<file path="config.mk">
export PLATFORM = sky130hd
export DESIGN_NAME = dram_access_ctrl
export DESIGN_NICKNAME = d
export VERILOG_FILES = /design/src/rtl/dram_access_ctrl_pkg.sv /design/src/rtl/dram_access_ctrl_watchdog.sv /design/src/rtl/dram_access_ctrl.sv
export SDC_FILE = /design/constraint.sdc
export NUM_CORES = 1
export LEC_CHECK = 0
export ABC_CLOCK_PERIOD_IN_PS = 1250
export CORE_MARGIN = 2
export CORE_UTILIZATION = 36
export CTS_CLUSTER_SIZE = 20
export DETAILED_ROUTE_END_ITERATION = 7
export PLACE_DENSITY = 0.82
export SLEW_MARGIN = 20
export SYNTH_ARGS = -nofsm -noshare
export SYNTH_HDL_FRONTEND = slang
export SYNTH_SLANG_ARGS = --single-unit
</file>
<file path="constraint.sdc">
create_clock -name clk -period 1.25 [get_ports clk]
set_input_delay 0.3125 -clock clk [delete_from_list [all_inputs] [get_ports clk]]
set_output_delay 0.3125 -clock clk [all_outputs]
set_load 0.01 [all_outputs]
</file>
<file path="src/rtl/dram_access_ctrl_pkg.sv">
// Shared types and constants for the MEM-stage data-memory access unit.
// Latency: n/a (types and constants only).
// Backpressure: n/a.
package dram_access_ctrl_pkg;

    // Access controller state machine encoding
    typedef enum logic [1:0] {
        IDLE = 2'd0,
        REQ  = 2'd1,
        WAIT = 2'd2,
        DONE = 2'd3
    } state_t;

    // Bus operation encoding as seen on data_wr
    localparam logic OP_RD = 1'b0;
    localparam logic OP_WR = 1'b1;

    // Default watchdog limit in cycles (only meaningful with DRAM_TIMEOUT_EN)
    localparam int TIMEOUT_CYC_DEF = 64;

endpackage

</file>
<file path="src/rtl/dram_access_ctrl_watchdog.sv">
// Phase watchdog: counts cycles spent waiting on one bus handshake and flags expiry.
// Latency: expire_o asserts combinationally in the cycle the count reaches TIMEOUT_CYC-1.
// Backpressure: none; the count clears on every completed handshake or when not running.
module dram_watchdog
    import dram_access_ctrl_pkg::*;
#(
    parameter int TIMEOUT_CYC = TIMEOUT_CYC_DEF
) (
    input  logic clk_i,
    input  logic resetn_i,
    input  logic run_i,
    input  logic clr_i,
    output logic expire_o
);

    localparam int CNT_W = $clog2(TIMEOUT_CYC) + 1;
    localparam logic [CNT_W-1:0] LIMIT = CNT_W'(TIMEOUT_CYC - 1);

    logic [CNT_W-1:0] cnt_q;
    logic [CNT_W-1:0] cnt_d;

    // A handshake in the limit cycle wins over expiry
    assign expire_o = run_i && !clr_i && (cnt_q == LIMIT);

    // Next count: restart on handshake, expiry or when no phase is outstanding
    always_comb begin
        cnt_d = cnt_q;
        if (!run_i || clr_i || expire_o) begin
            cnt_d = '0;
        end else begin
            cnt_d = cnt_q + 1'b1;
        end
    end

    // Count register
    always_ff @(posedge clk_i) begin
        if (!resetn_i) begin
            cnt_q <= '0;
        end else begin
            cnt_q <= cnt_d;
        end
    end

endmodule

</file>
<file path="src/rtl/dram_access_ctrl.sv">
// MEM-stage data access unit: turns load/store requests into SRAM-like req/addr_ok/data_ok transactions.
// Latency: 3 stall cycles per single access, 5 for a combined store+load (store first, then load).
// Backpressure: stall_dram holds the pipeline until the access completes; DRAM_TIMEOUT_EN adds a phase watchdog.
module dram_access_ctrl
    import dram_access_ctrl_pkg::*;
#(
    parameter int ADDR_W      = 32,
    parameter int DATA_W      = 32,
    parameter int TIMEOUT_CYC = TIMEOUT_CYC_DEF
) (
    input  logic                clk,
    input  logic                resetn,
    input  logic                mem_read_ce,
    input  logic                mem_write_ce,
    input  logic [ADDR_W-1:0]   mem_addr,
    input  logic [DATA_W-1:0]   mem_wdata,
    input  logic [DATA_W/8-1:0] mem_wstrb,
    output logic [DATA_W-1:0]   mem_rdata,
    output logic                stall_dram,
    output logic                mem_err,
    output logic                data_req,
    output logic                data_wr,
    output logic [ADDR_W-1:0]   data_addr,
    output logic [DATA_W-1:0]   data_wdata,
    output logic [DATA_W/8-1:0] data_wstrb,
    input  logic                data_addr_ok,
    input  logic                data_data_ok,
    input  logic [DATA_W-1:0]   data_rdata
);

    localparam int STRB_W = DATA_W / 8;

    state_t              state_q;
    logic                op_q;
    logic                pend_rd_q;
    logic [ADDR_W-1:0]   addr_q;
    logic [DATA_W-1:0]   wdata_q;
    logic [STRB_W-1:0]   wstrb_q;
    logic [DATA_W-1:0]   rdata_q;
    logic                req_q;
    logic                err_q;
    logic                timeout;

`ifdef DRAM_TIMEOUT_EN
    logic phase_done;
    logic phase_run;

    assign phase_run  = (state_q == REQ) || (state_q == WAIT);
    assign phase_done = ((state_q == REQ) && data_addr_ok) || ((state_q == WAIT) && data_data_ok);

    dram_watchdog #(
        .TIMEOUT_CYC (TIMEOUT_CYC)
    ) u_watchdog (
        .clk_i    (clk),
        .resetn_i (resetn),
        .run_i    (phase_run),
        .clr_i    (phase_done),
        .expire_o (timeout)
    );
`else
    // Without the watchdog a phase waits for its handshake indefinitely
    logic unused_timeout_cfg;
    assign unused_timeout_cfg = (TIMEOUT_CYC > 0);
    assign timeout = 1'b0;
`endif

    // Stall covers the request cycle in IDLE and every cycle a bus phase is outstanding
    assign stall_dram = ((state_q == IDLE) && (mem_read_ce || mem_write_ce))
                      || (state_q == REQ) || (state_q == WAIT);

    assign mem_rdata  = rdata_q;
    assign mem_err    = err_q;
    assign data_req   = req_q;
    assign data_wr    = op_q;
    assign data_addr  = addr_q;
    assign data_wdata = wdata_q;
    // Byte enables only mean something for writes
    assign data_wstrb = (op_q == OP_WR) ? wstrb_q : '0;

    // Access sequencer: latch the request, run one or two bus phases, then release the pipeline for a cycle
    always_ff @(posedge clk) begin
        if (!resetn) begin
            state_q   <= IDLE;
            op_q      <= OP_RD;
            pend_rd_q <= 1'b0;
            addr_q    <= '0;
            wdata_q   <= '0;
            wstrb_q   <= '0;
            rdata_q   <= '0;
            req_q     <= 1'b0;
            err_q     <= 1'b0;
        end else begin
            err_q <= 1'b0;
            case (state_q)
                IDLE: begin
                    if (mem_read_ce || mem_write_ce) begin
                        addr_q    <= mem_addr;
                        wdata_q   <= mem_wdata;
                        wstrb_q   <= mem_wstrb;
                        pend_rd_q <= mem_read_ce;
                        op_q      <= mem_write_ce ? OP_WR : OP_RD;
                        req_q     <= 1'b1;
                        state_q   <= REQ;
                    end
                end
                REQ: begin
                    if (data_addr_ok) begin
                        req_q   <= 1'b0;
                        state_q <= WAIT;
                    end else if (timeout) begin
                        req_q     <= 1'b0;
                        pend_rd_q <= 1'b0;
                        err_q     <= 1'b1;
                        if (op_q == OP_RD) begin
                            rdata_q <= '0;
                        end
                        state_q <= DONE;
                    end
                end
                WAIT: begin
                    if (data_data_ok) begin
                        if (op_q == OP_RD) begin
                            rdata_q <= data_rdata;
                            state_q <= DONE;
                        end else if (pend_rd_q) begin
                            // Second phase of a combined access: load from the same address
                            op_q      <= OP_RD;
                            pend_rd_q <= 1'b0;
                            req_q     <= 1'b1;
                            state_q   <= REQ;
                        end else begin
                            state_q <= DONE;
                        end
                    end else if (timeout) begin
                        pend_rd_q <= 1'b0;
                        err_q     <= 1'b1;
                        if (op_q == OP_RD) begin
                            rdata_q <= '0;
                        end
                        state_q <= DONE;
                    end
                end
                DONE: begin
                    // The ce inputs still belong to the retiring instruction; never re-issue here
                    state_q <= IDLE;
                end
                default: begin
                    state_q <= IDLE;
                end
            endcase
        end
    end

endmodule

</file>
==> impl_metrics.yaml <==
outcome:
  outcome: "finished, violations left"
  violations: "setup timing"
floorplanning:
  dieWidth_um: 111
  dieArea_um2: 12300
  start_util: 0.365
  core_area_um2: 11300
  chipHeight_um: 111
  rows: 39
  ios: 210
place:
  post_dp_cell_area_um2: 6420
  hpwl_um: 9340
  dp_cells: 814
  gp_congestion: 0.807
  port_buffers: 208
min_path:
  holdCritPathClass: "reg2reg"
  min_from: "data_addr[2]"
  whs_path_depth: 2
  holdPathEnd: "data_addr[2]"
cts:
  clk_pin_slew_ns: 0.07
  cts-root-buf: "clkbuf_16"
  cts_num_sinks: 105
  clk_path_buf_depth: 2
  clock_latency_ns: 0.34
  cts_tree: "done"
  htreeDepth: 3
  cts_made_buffers: 9
sta:
  final-setup-viol-count: 110
  tns_ns: -13.35
  final-hold-violation-count: 0
  max_freq_ghz: 0.682
  min_period_over_period: 1.17
  hold_slack_ns: 0.464
  grt_setup_unrepaired: "yes"
  fin_skew_ns: 0.00679
  slew_viol_final: 0
  timing.final.ws_setup_ns: -0.215
  layout_min_cycle_time_ns: 1.47
yosys:
  synthCells: 491
  ys.flop_type: "dfxtp_1"
  synth_async_sr_flop_share: 0
  ys_seq_area_frac: 0.509
  synth_edf_count: 0
  synth_area_leader_cell: "dfxtp_1"
  synth_area_leaders: "dfxtp_1 (51%), a21oi_1 (9.9%), nand3_1 (8.7%)"
  yosys_warnings: 0
  syn-num-nets: 597
  synth.cell_area_um2: 4130
  synth_seq_cells: 105
  syn_avg_cell_area_um2: 8.41
  synth_top_area_frac: 0.509
  synth_cell_types: 35
critical_path:
  cp.arrival_ns: 1.72
  r2r_setup_slack_ns: -0.22
  critPathKind: "reg2reg"
  startpoint_type: "flip-flop"
  r2r-end: "mem_rdata[3]"
  required_ns: 1.50
  crit_path_max_fanout: 8
  endpoint_kind: "flip-flop"
  reg2reg_depth: 6
  r2r-start: "state_q[0]"
final_layout:
  finalInstanceArea_um2: 8420
  diodes: 0
  final_nets: 844
  layoutNonFillerInstCount: 886
  syn_to_final_growth_pct: 104
  drive_gt1_frac: 0.604
global_route:
  antenna_found_initial: 0
  grtUsageTotal: 0.280
  grt_pass1_vias: 5099
  grt_first_pass_wirelength_um: 27500
  grt_overflow: 0
  grt_start_max_net_pins: 52
pwr:
  power_density_nw_per_um2: 1120
  peakVddDrop_mv: 0.693
  p_leak_nw: 3.36
drt:
  wl_per_cell_um: 20.7
  via_count: 4830
  wl_um: 18300
  firstDrtPassIters: 4
  ant_nets: 0
  drc: 0
  vias_per_cell: 5.45
  drt_iter0_drc: 246
flow_run:
  max_cap_viol_count: 0
[per-stage QoR]
step | setup WS [ns] | power (W) | utilization
global placement | -0.602 | 0.00561 | 0.567
finish | -0.215 | 0.00945 | 0.743
floorplan | 0.000531 | 0.00458 | -
CTS | -0.230 | 0.00933 | 0.728
global route | -0.266 | 0.00983 | 0.743
detailed placement | -0.591 | 0.00567 | 0.567
[state kept, by name, indices dropped and copies added (netlist names)]
register / cells
pend_rd_q: 1
data_addr: 32
data_wr: 1
data_wdata: 32
mem_rdata: 32
data_req: 1
wstrb_q: 4
state_q: 2
[cell usage after synthesis (3+ instances only)]
cell        n
nor2_1      3
buf_2      13
nand3_1    72
buf_6       4
buf_1       4
nand2_1    54
and2_1      4
buf_4       4
clkbuf_1   24
a21oi_2    20
a21oi_1    82
nand2_2    10
o21ai_0    69
dfxtp_1   105
[routing by layer]
layer | GRT usage | routed length, µm | vias up
met5 | 0 | 0 | -
met2 | 0.507 | 9490 | 214
met4 | 0.0864 | 521 | 0
li1 | - | - | 2215
met1 | 0.327 | 7080 | 2357
met3 | 0.0656 | 1240 | 44
[cells by family after synthesis]
family,count (synthesis),synth area share
DFF,105,0.509
buffers and inverters,54,0.0673
AOI/OAI and AO/OA,178,0.241
and+or+nand+nor,153,0.181
other,1,0.000908
[worst max path at each step]
| stage | from | to | depth (start not counted) | slack, ns |
|---|---|---|---|---|
| after CTS | state_q[1] | stall_dram | 3 | -0.23 |
| final | state_q[0] | mem_rdata[3] | 6 | -0.22 |
| after global placement | mem_write_ce | stall_dram | 4 | -0.60 |
| after global routing | state_q[1] | stall_dram | 3 | -0.27 |
| after detailed placement | mem_write_ce | stall_dram | 4 | -0.59 |
| after floorplan | state_q[0] | mem_rdata[21] | 6 | 0.0005 |
[worst max-delay path, cell delays in order, from the launching register on]
cell and delay (ns):
dfxtp_4 0.36, buf_6 0.13, nor4bb_4 0.34, buf_6 0.19
buf_16 0.17, nand2_4 0.06, a21oi_4 0.13
[cells in the final DEF (no fill, tap or decap), types with 23 or more instances in the layout]
cell / instances
clkbuf_2: 47
o21ai_1: 26
clkdlybuf4s50_1: 102
clkdlybuf4s15_2: 31
nand3_2: 34
buf_4: 27
nand3_1: 34
a21oi_2: 74
dfxtp_1: 62
a21oi_1: 27
buf_6: 23
nand2_4: 50
dfxtp_2: 38
[power breakdown]
part / leakage, nW / internal, W / switching, W / total, W
logic: 2.33 / 0.00141 / 0.00135 / 0.00276
clock network: 0.154 / 0.00164 / 0.00129 / 0.00293
registers: 0.881 / 0.00360 / 0.000161 / 0.00376
[timing repair]
action,CTS,global route
endpoints found under the setup margin,206,193
gates cloned,18,1
hold buffers,0,0
resized for setup,545,164
setup buffers,26,12
pin swaps,134,63
[final cells by class]
type | count | area (µm²)
Timing Repair Buffer | 288 | 3040
Tap cell | 143 | 179
Inverter | 2 | 13.8
Sequential cell | 105 | 2170
Clock inverter | 6 | 70.1
Fill cell | 734 | 2910
Multi-Input combinational cell | 332 | 2710
Clock buffer | 10 | 239
(Power assumes the default switching activity.)
